===== config.mk =====
export PLATFORM = sky130hd
export DESIGN_NAME = fir_mac_sequencer_flat
export DESIGN_NICKNAME = d
export VERILOG_FILES = /design/src/rtl/fir_pkg.sv /design/src/rtl/fir_mac_sequencer_if.sv /design/src/rtl/fir_mac_unit.sv /design/src/rtl/fir_mac_sequencer.sv /design/src/flat_wrapper.sv
export SDC_FILE = /design/constraint.sdc
export NUM_CORES = 1
export LEC_CHECK = 0
export ABC_AREA = 1
export CORE_MARGIN = 1
export CORE_UTILIZATION = 60
export DETAILED_ROUTE_END_ITERATION = 7
export DONT_BUFFER_PORTS = 1
export PLACE_DENSITY = 0.83
export RECOVER_POWER = 100
export SLEW_MARGIN = 25
export SYNTH_ARGS = -nofsm -noshare
export SYNTH_HDL_FRONTEND = slang
export SYNTH_SLANG_ARGS = --single-unit

===== constraint.sdc =====
create_clock -name clock -period 7.36 [get_ports clock]
set_input_delay 1.472 -clock clock [delete_from_list [all_inputs] [get_ports clock]]
set_output_delay 1.472 -clock clock [all_outputs]
set_load 0.02 [all_outputs]

===== src/rtl/fir_pkg.sv =====
// fir_pkg
// Shared definitions for the FIR filter blocks: default widths, the MAC
// sequencer state type, and the round/convert function used to turn a wide
// accumulator into a DATA_W-bit output sample.
//
// Optional feature macro: FIR_SAT_EN
//   defined   -> fir_round_convert clamps to the signed DATA_W range
//   undefined -> fir_round_convert keeps the low DATA_W bits (two's-complement wrap)
package fir_pkg;

    localparam int TAPS      = 64;
    localparam int DATA_W    = 16;
    localparam int ACC_W     = 38;   // 2*DATA_W + $clog2(TAPS): cannot overflow
    localparam int OUT_SHIFT = 15;   // Q15 coefficients
    localparam int TAP_W     = $clog2(TAPS);
    localparam int PROD_W    = 2 * DATA_W;

    typedef enum logic [2:0] {
        IDLE,
        SHIFT,
        MAC,
        ROUND,
        OUT
    } fir_state_t;

    // Round half up, arithmetic shift by OUT_SHIFT, then convert to DATA_W.
    function automatic logic [DATA_W-1:0] fir_round_convert(input logic signed [ACC_W-1:0] acc);
        logic signed [ACC_W-1:0] half;
        logic signed [ACC_W-1:0] biased;
        logic signed [ACC_W-1:0] r;
`ifdef FIR_SAT_EN
        logic signed [ACC_W-1:0] hi;
        logic signed [ACC_W-1:0] lo;
`endif
        half   = ACC_W'(1) << (OUT_SHIFT - 1);
        biased = acc + half;
        r      = biased >>> OUT_SHIFT;
`ifdef FIR_SAT_EN
        hi = ACC_W'((1 << (DATA_W - 1)) - 1);
        lo = ~hi;                     // -2^(DATA_W-1)
        if (r > hi) begin
            r = hi;
        end else if (r < lo) begin
            r = lo;
        end
`endif
        return DATA_W'(r);
    endfunction

endpackage


===== src/rtl/fir_mac_sequencer_if.sv =====
// fir_mac_sequencer_if
// Bundles every non-clock signal of the FIR MAC sequencer.
//   Sample input : in_valid, in_ready, in_sample
//   Delay line   : sr_in_data, sr_write, sr_rd_reg, sr_rd_data (combinational read)
//   Coef ROM     : coef_addr, coef_data (combinational read)
//   Result output: out_valid, out_ready, out_data
// Modports: master = the sequencer, slave = its environment.
//
// Handshake rule for both in_* and out_* ports: a transfer happens at a
// rising clock edge where valid and ready are both 1. A producer holding
// valid keeps its data stable until that edge; valid never waits on ready.
interface fir_mac_sequencer_if;
    import fir_pkg::*;

    logic              in_valid;
    logic              in_ready;
    logic [DATA_W-1:0] in_sample;

    logic [DATA_W-1:0] sr_in_data;
    logic              sr_write;
    logic [TAP_W-1:0]  sr_rd_reg;
    logic [DATA_W-1:0] sr_rd_data;

    logic [TAP_W-1:0]  coef_addr;
    logic [DATA_W-1:0] coef_data;

    logic              out_valid;
    logic              out_ready;
    logic [DATA_W-1:0] out_data;

    modport master (
        input  in_valid, in_sample, sr_rd_data, coef_data, out_ready,
        output in_ready, sr_in_data, sr_write, sr_rd_reg, coef_addr, out_valid, out_data
    );

    modport slave (
        output in_valid, in_sample, sr_rd_data, coef_data, out_ready,
        input  in_ready, sr_in_data, sr_write, sr_rd_reg, coef_addr, out_valid, out_data
    );

endinterface


===== src/rtl/fir_mac_unit.sv =====
// fir_mac_unit
// Signed DATA_W x DATA_W multiplier, ACC_W accumulator and the registered
// round/convert output stage.
//   clock, reset : rising-edge clock, asynchronous active-high reset
//   clear        : zero the accumulator (takes priority over enable)
//   enable       : accumulate sample*coef this cycle
//   load         : register the rounded/converted accumulator into result
//   sample, coef : signed operands
//   result       : registered output sample
// Conversion mode follows FIR_SAT_EN through fir_pkg::fir_round_convert.
module fir_mac_unit
    import fir_pkg::*;
(
    input  logic              clock,
    input  logic              reset,
    input  logic              clear,
    input  logic              enable,
    input  logic              load,
    input  logic [DATA_W-1:0] sample,
    input  logic [DATA_W-1:0] coef,
    output logic [DATA_W-1:0] result
);

    logic signed [PROD_W-1:0] product;
    logic signed [ACC_W-1:0]  acc;

    assign product = $signed(sample) * $signed(coef);

    always_ff @(posedge clock or posedge reset) begin
        if (reset) begin
            acc    <= '0;
            result <= '0;
        end else begin
            if (clear) begin
                acc <= '0;
            end else if (enable) begin
                // Size cast of a signed product sign-extends to ACC_W.
                acc <= acc + ACC_W'(product);
            end
            if (load) begin
                result <= fir_round_convert(acc);
            end
        end
    end

endmodule


===== src/rtl/fir_mac_sequencer.sv =====
// fir_mac_sequencer
// Read-side controller for the FIR delay line. Accepts one sample, shifts it
// into the delay line, walks taps 0..TAPS-1 through the MAC unit, rounds the
// result and offers it on the output handshake.
//   clock     : rising-edge clock
//   reset     : asynchronous, active-high
//   bus       : fir_mac_sequencer_if.master (sample in, delay line, coef ROM, result out)
//   fsm_state : current FSM state, for observation
// Optional feature macro: FIR_SAT_EN (output saturation, see fir_pkg).
module fir_mac_sequencer
    import fir_pkg::*;
(
    input  logic                    clock,
    input  logic                    reset,
    fir_mac_sequencer_if.master     bus,
    output fir_state_t              fsm_state
);

    fir_state_t        state_q;
    fir_state_t        state_d;
    logic [TAP_W-1:0]  k_q;
    logic [DATA_W-1:0] sample_q;
    logic [TAP_W-1:0]  rd_idx;
    logic              acc_clear;
    logic              acc_enable;
    logic              out_load;

    assign fsm_state      = state_q;
    assign bus.sr_in_data = sample_q;
    assign bus.sr_rd_reg  = rd_idx;
    assign bus.coef_addr  = rd_idx;

    always_ff @(posedge clock or posedge reset) begin
        if (reset) begin
            state_q  <= IDLE;
            k_q      <= '0;
            sample_q <= '0;
        end else begin
            state_q <= state_d;
            if (state_q == IDLE && bus.in_valid) begin
                sample_q <= bus.in_sample;
            end
            if (state_q == SHIFT) begin
                k_q <= '0;
            end else if (state_q == MAC) begin
                k_q <= k_q + TAP_W'(1);
            end
        end
    end

    always_comb begin
        state_d       = state_q;
        bus.in_ready  = 1'b0;
        bus.sr_write  = 1'b0;
        bus.out_valid = 1'b0;
        rd_idx        = '0;
        acc_clear     = 1'b0;
        acc_enable    = 1'b0;
        out_load      = 1'b0;
        unique case (state_q)
            IDLE: begin
                bus.in_ready = 1'b1;
                if (bus.in_valid) begin
                    acc_clear = 1'b1;
                    state_d   = SHIFT;
                end
            end
            SHIFT: begin
                // Delay line shifts at the end of this cycle, so tap 0
                // already holds the new sample in the first MAC cycle.
                bus.sr_write = 1'b1;
                state_d      = MAC;
            end
            MAC: begin
                rd_idx     = k_q;
                acc_enable = 1'b1;
                if (k_q == TAP_W'(TAPS - 1)) begin
                    state_d = ROUND;
                end
            end
            ROUND: begin
                out_load = 1'b1;
                state_d  = OUT;
            end
            OUT: begin
                bus.out_valid = 1'b1;
                if (bus.out_ready) begin
                    state_d = IDLE;
                end
            end
            default: begin
                state_d = IDLE;
            end
        endcase
    end

    fir_mac_unit u_mac (
        .clock  (clock),
        .reset  (reset),
        .clear  (acc_clear),
        .enable (acc_enable),
        .load   (out_load),
        .sample (bus.sr_rd_data),
        .coef   (bus.coef_data),
        .result (bus.out_data)
    );

endmodule


===== src/flat_wrapper.sv =====
// flat-port wrapper written by rule: the top's interface ports become plain ports
module fir_mac_sequencer_flat import fir_pkg::*;
  (clock, reset, fsm_state, bus_in_valid, bus_in_sample, bus_sr_rd_data, bus_coef_data, bus_out_ready, bus_in_ready, bus_sr_in_data, bus_sr_write, bus_sr_rd_reg, bus_coef_addr, bus_out_valid, bus_out_data);
  fir_mac_sequencer_if bus_i ();
  input  logic clock;
  input  logic reset;
  output fir_state_t fsm_state;
  input wire logic [$bits(bus_i.in_valid)-1:0] bus_in_valid;
  input wire logic [$bits(bus_i.in_sample)-1:0] bus_in_sample;
  input wire logic [$bits(bus_i.sr_rd_data)-1:0] bus_sr_rd_data;
  input wire logic [$bits(bus_i.coef_data)-1:0] bus_coef_data;
  input wire logic [$bits(bus_i.out_ready)-1:0] bus_out_ready;
  output wire logic [$bits(bus_i.in_ready)-1:0] bus_in_ready;
  output wire logic [$bits(bus_i.sr_in_data)-1:0] bus_sr_in_data;
  output wire logic [$bits(bus_i.sr_write)-1:0] bus_sr_write;
  output wire logic [$bits(bus_i.sr_rd_reg)-1:0] bus_sr_rd_reg;
  output wire logic [$bits(bus_i.coef_addr)-1:0] bus_coef_addr;
  output wire logic [$bits(bus_i.out_valid)-1:0] bus_out_valid;
  output wire logic [$bits(bus_i.out_data)-1:0] bus_out_data;
  assign bus_i.in_valid = bus_in_valid;
  assign bus_i.in_sample = bus_in_sample;
  assign bus_i.sr_rd_data = bus_sr_rd_data;
  assign bus_i.coef_data = bus_coef_data;
  assign bus_i.out_ready = bus_out_ready;
  assign bus_in_ready = bus_i.in_ready;
  assign bus_sr_in_data = bus_i.sr_in_data;
  assign bus_sr_write = bus_i.sr_write;
  assign bus_sr_rd_reg = bus_i.sr_rd_reg;
  assign bus_coef_addr = bus_i.coef_addr;
  assign bus_out_valid = bus_i.out_valid;
  assign bus_out_data = bus_i.out_data;
  fir_mac_sequencer u_core (.clock(clock), .reset(reset), .bus(bus_i), .fsm_state(fsm_state));
endmodule

==> reports/results.txt, run 1 <==
hold buffer count at cts: 0
Tmin final: 6810 ps
clk sink count: 72
adder-cell share of the synthesized area: 48.1%
H-tree depth: 3
routability cong.: 0.954
mux cell area share after synthesis: 0%
post-synthesis sequential area ratio: 12.5%
Nets: 2204
Avg Inst Size Synth: 7.86 sq um
# rows: 56
Area Growth Syn to Fin: 2.86%
Diodes inserted: 0
crit path kind: input port to flop
CP max stage cell: fa_1
ys flop type: dfrtp_1
Fmax: 147 MHz
min-delay worst type: flop to flop
WP buf/inv: 3
Synth cell types: 37
Critical Path Most Common Cell: fa_1
ys async rst share: 100%
Congestion Overflow GR: 0
worst slew pin tran: 3850 ps
failing checks: capacitance limit, slew limit
Synth Area in Compound Gates: 4.77%
Cells after Synth: 1830
Root Buffer: clkbuf_16
Die ar.: 24600 sq um
Worst-path clk slew: 60 ps
Max Cap Viol: 1
CP peak stage delay: 890 ps
postcts setup bufs: 0
Largest delay share family, worst path: adder cells
largest family of logic cells by synthesized area: adder cells
DR iter-0 viols: 844
largest net degree at the start of global routing: 73
initial antenna violation count: 0
worst skew pair latency: 330 ps
yosys warns: 0
largest fanout on the critical path: 16
vias in the first global route: 12012
crit path DAT: 7010 ps
Setup Skew: 9.01 ps
first-pass GRT wire length: 59.0 mm
final period utilization: 92.5%
Post-CTS Resized: 0
clk buf depth: 2
outcome: finished with violations
Post-synth EDFFs: 0
DRT Wirelength: 34.6 mm
layout cells sized above 1: 1.86%
Remaining DRCs: 0
DR vias: 11158
Crit. End Element: flop
final hold violations: 0
Yosys top cell by area: fa_1
RSZ-0062 raised after global routing: no
gr usage total: 31.1%
TritonCTS buffer count: 9
DPL Wire Length: 29.5 mm
post-synth top area share: 39.7%
die height: 157 um
Post-Syn Nets: 2264
Simple-Gate Fraction of Synth Area: 18.1%
routed wire length per instance: 16.5 um
Vias per Instance: 5.33
chip width: 157 um
CP startpoint kind: input port
Final Setup Violations: 0
most common cell after layout, fill and taps aside: inv_1
most frequent cells in the layout: inv_1 (516), nand2_1 (501), fa_1 (285)
Max-Slew Margin vs Limit: -157%
Seq cells post-synth: 72
Pre-antenna DRT Iters: 6
Port Buffers: 0
Initial Util: 61.3%
remaining antenna violation count: 0
Cell Chain, Critical Path: nand2_1 > inv_1 > fa_1 > fa_1 > fa_1 > fa_1 > fa_1 > inv_1 > fa_1 > inv_1 > ha_1 > nand2_1 > nor3_1 > nand3_1 > nand3_1 > a21oi_1 > o21ai_0 > o21ai_0
CTS tree: done
synthesized cell area: 14400 sq um
Ports: 102
Post-Synth XOR/XNOR Area: 0.792%
setup TNS: 0 ps
Final Max Slew Viols: 73
largest cells by area after synthesis: fa_1 (40%), inv_1 (13%), nand2_1 (13%)
CORE AREA: 23500 sq um
CP Data Required Time: 7560 ps
==> cells in the mapped netlist (3+ instances only) <==
library cell  instances
a21oi_1              49
a22o_1                5
buf_2                 9
buf_4                 6
clkbuf_1             59
dfrtp_1              72
fa_1                285
ha_1                 97
inv_1               514
inv_2                 4
nand2_1             500
nand2_2               3
nand3_1              45
nand4_1               5
nor2_1               62
nor2_2                4
nor2_4                3
nor3_1               12
o21ai_0              46
o21ai_1               8
o21bai_1              3
o22ai_1               4
or2_2                 6
xnor2_1               6
xor2_1                7
==> area by class of cell <==
cell class	count	area, sq um
Multi-Input combinational cell	1165	10300
Fill cell	1975	8680
Inverter	518	1940
Sequential cell	72	1800
Tap cell	319	399
Clock buffer	10	239
Clock inverter	5	81.3
Timing Repair Buffer	4	15.0
==> path summary, 6_finish.rpt <==
path | from | endpoint | slack, ps | cells past startpoint
min in group asynchronous | reset | u_core.u_mac.result[10]$_DFFE_PP0P_ | 2540 | 2
worst max register to register | u_core.u_mac.acc[15]$_DFFE_PP0P_ | u_core.u_mac.acc[20]$_DFFE_PP0P_ | 2270 | 21
worst min register to register | u_core.u_mac.acc[0]$_DFFE_PP0P_ | u_core.u_mac.acc[0]$_DFFE_PP0P_ | 510 | 1
max in group asynchronous | reset | u_core.u_mac.acc[13]$_DFFE_PP0P_ | 2670 | 2
worst max-delay path | bus_coef_data[1] | u_core.u_mac.acc[25]$_DFFE_PP0P_ | 550 | 18
worst min-delay path | u_core.u_mac.acc[0]$_DFFE_PP0P_ | u_core.u_mac.acc[0]$_DFFE_PP0P_ | 510 | 1
==> registers in the layout, indices dropped and copies added, names as in the netlist <==
signal / flops
u_core.u_mac.acc: 31
u_core.fsm_state: 3
u_core.u_mac.result: 16
u_core.bus.sr_in_data: 16
u_core.k_q: 6
==> metal layers <==
| metal | vias up | part of all wire (%) | GRT usage, % |
|---|---|---|---|
| met5 | - | 0 | 0 |
| met4 | 0 | 1.8 | 7.10 |
| met3 | 59 | 8.3 | 5.57 |
| met2 | 517 | 49 | 52.5 |
| met1 | 5464 | 41 | 41.7 |
| li1 | 5118 | - | - |
==> cells by family after synthesis <==
family / Yosys count
AO/OA/AOI/OAI: 124
XOR/XNOR: 13
adder cells (fa/ha/maj): 382
buffers and inverters: 593
flip-flops: 72
AND/OR/NAND/NOR: 646
==> through the flow <==
stage | instance area (sq um) | util (%) | setup WS, ps | hold slack [ps] | std cells
after floorplan | 14400 | - | 682 | 455 | 1830
after global placement | 14500 | 61.7 | 262 | 494 | 2078
after detailed placement | 14500 | 61.7 | 243 | 497 | 2078
after CTS | 14800 | 63.1 | 552 | 516 | 2093
after global routing | 14800 | 63.0 | 293 | 542 | 2093
final | 14800 | 63.0 | 552 | 512 | 2093
Power of run 1 is left out: the tool's default activity adds up to more than one toggle a clock period on the data nets, which glitch-free logic cannot reach.
==> run 2: changes to the inputs <==
--- a/config.mk
+++ b/config.mk
@@ -6,10 +6,12 @@
 export NUM_CORES = 1
 export LEC_CHECK = 0
 export ABC_AREA = 1
+export CORE_ASPECT_RATIO = 1.1
 export CORE_MARGIN = 1
 export CORE_UTILIZATION = 60
 export DETAILED_ROUTE_END_ITERATION = 7
 export DONT_BUFFER_PORTS = 1
+export GPL_TIMING_DRIVEN = 1
 export PLACE_DENSITY = 0.83
 export RECOVER_POWER = 100
 export SLEW_MARGIN = 25
==> run 2 against run 1 <==
The run still ends with capacitance limit, slew limit left; highest routed layer unchanged; design area shrank 0.42%; clock-buffer cell count grew 1; critical path type unchanged; fmax grew 0.93%; via count shrank 1.7%; cell count shrank 0.67%; critical endpoint unchanged; setup slack gained 63 ps; sequential share of layout area grew 0.052 points; wire length shrank 4.9%.
==> reports/results.txt, run 2 (synthesized netlist as in run 1, its figures left out) <==
met2 usage: 49.7%
Setup Skew: 8.14 ps
routed wire length per instance: 15.8 um
number of flip-flops under the largest register name: 31
Tmin final: 6750 ps
postcts setup bufs: 0
RSZ-0062 raised after global routing: no
Root Buffer: clkbuf_16
crit path kind: input port to flop
remaining antenna violation count: 0
Die ar.: 24600 sq um
CORE AREA: 23600 sq um
Max-Slew Margin vs Limit: -160%
Crit. End Element: flop
most frequent cells in the layout: inv_1 (516), nand2_1 (501), fa_1 (285)
largest net degree at the start of global routing: 73
Post-CTS Resized: 0
first-pass GRT wire length: 56.5 mm
Congestion Overflow GR: 0
CTS tree: done
Vias per Instance: 5.27
Final Setup Violations: 0
initial antenna violation count: 0
routability cong.: 0.924
clk buf depth: 2
clk sink count: 72
DR vias: 10966
DR iter-0 viols: 727
hold buffer count at cts: 0
met1 Track Usage GR: 39.4%
die height: 164 um
Diodes inserted: 0
Pre-antenna DRT Iters: 5
worst slew pin tran: 3900 ps
Area Growth Syn to Fin: 2.43%
min-delay worst type: flop to flop
final period utilization: 91.6%
Port Buffers: 0
most common cell after layout, fill and taps aside: inv_1
TritonCTS buffer count: 9
worst skew pair latency: 330 ps
setup TNS: 0 ps
vias in the first global route: 11751
Max Cap Viol: 1
Nets: 2204
failing checks: capacitance limit, slew limit
Remaining DRCs: 0
Initial Util: 60.9%
gr usage total: 29.4%
outcome: finished with violations
DRT Wirelength: 32.9 mm
gr busiest metal: met2
CP Data Required Time: 7560 ps
crit path DAT: 6950 ps
# rows: 59
Ports: 102
DPL Wire Length: 27.8 mm
chip width: 150 um
Biggest register: u_core.u_mac.acc
Worst-path clk slew: 60 ps
H-tree depth: 3
final hold violations: 0
Fmax: 148 MHz
Final Max Slew Viols: 73
largest fanout on the critical path: 16
CP startpoint kind: input port
layout cells sized above 1: 1.86%
met3 Use GR: 4.69%
[run 2: through the flow]
| step | cell area [sq um] | util, % | setup slack, ps | hold slack, ps | instances |
|---|---|---|---|---|---|
| 3_3_place_gp | 14500 | 61.3 | 415 | 490 | 2064 |
| 3_5_place_dp | 14500 | 61.3 | 308 | 491 | 2064 |
| 2_1_floorplan | 14400 | - | 682 | 455 | 1830 |
| 4_1_cts | 14700 | 62.4 | 654 | 511 | 2079 |
| 5_1_grt | 14700 | 62.3 | 370 | 525 | 2079 |
| 6_report | 14700 | 62.3 | 615 | 513 | 2079 |
[run 2: final timing paths]
path	from	to	slack (ps)	cells after the start
setup / recovery	bus_coef_data[1]	u_core.u_mac.acc[25]$_DFFE_PP0P_	610	18
hold / removal	u_core.u_mac.acc[11]$_DFFE_PP0P_	u_core.u_mac.acc[11]$_DFFE_PP0P_	510	2
setup reg to reg	u_core.u_mac.acc[15]$_DFFE_PP0P_	u_core.u_mac.acc[20]$_DFFE_PP0P_	2420	21
hold reg to reg	u_core.u_mac.acc[11]$_DFFE_PP0P_	u_core.u_mac.acc[11]$_DFFE_PP0P_	510	2
max in group asynchronous	reset	u_core.u_mac.result[8]$_DFFE_PP0P_	2630	2
min in group asynchronous	reset	u_core.bus.sr_in_data[5]$_DFFE_PP0P_	2570	2
[run 2: layout make-up]
| class | count | area, sq um |
|---|---|---|
| clock inverter | 4 | 30.0 |
| clock buffer | 11 | 243 |
| sequential | 72 | 1800 |
| inverter | 518 | 1940 |
| timing repair buffer | 4 | 15.0 |
| multi-input combinational | 1165 | 10300 |
| fill | 1993 | 8900 |
| tap | 305 | 382 |
[run 2: per-layer routing]
metal	vias to the layer above	wire, um
li1	5105	-
met1	5377	13700
met2	436	16100
met3	48	2500
met4	0	588
met5	-	0
[run 2: worst max-delay path, stage by stage]
cell and delay [ps]:
nand2_1 130, inv_1 80, fa_1 620, fa_1 870
fa_1 530, fa_1 530, fa_1 530, inv_1 60
fa_1 480, inv_1 50, ha_1 350, nand2_1 160
nor3_1 380, nand3_1 200, nand3_1 140, a21oi_1 70
o21ai_0 160, o21ai_0 130
Power of run 2 is left out for the same reason.
==> run 3: changes to the inputs <==
--- a/config.mk
+++ b/config.mk
@@ -14,6 +14,7 @@
 export GPL_TIMING_DRIVEN = 1
 export PLACE_DENSITY = 0.83
 export RECOVER_POWER = 100
+export SKIP_LAST_GASP = 1
 export SLEW_MARGIN = 25
 export SYNTH_ARGS = -nofsm -noshare
 export SYNTH_HDL_FRONTEND = slang
==> results of run 3 <==
The final DEF is identical to that of run 2; final timing and power are the same.
Power of run 3 is left out for the same reason.
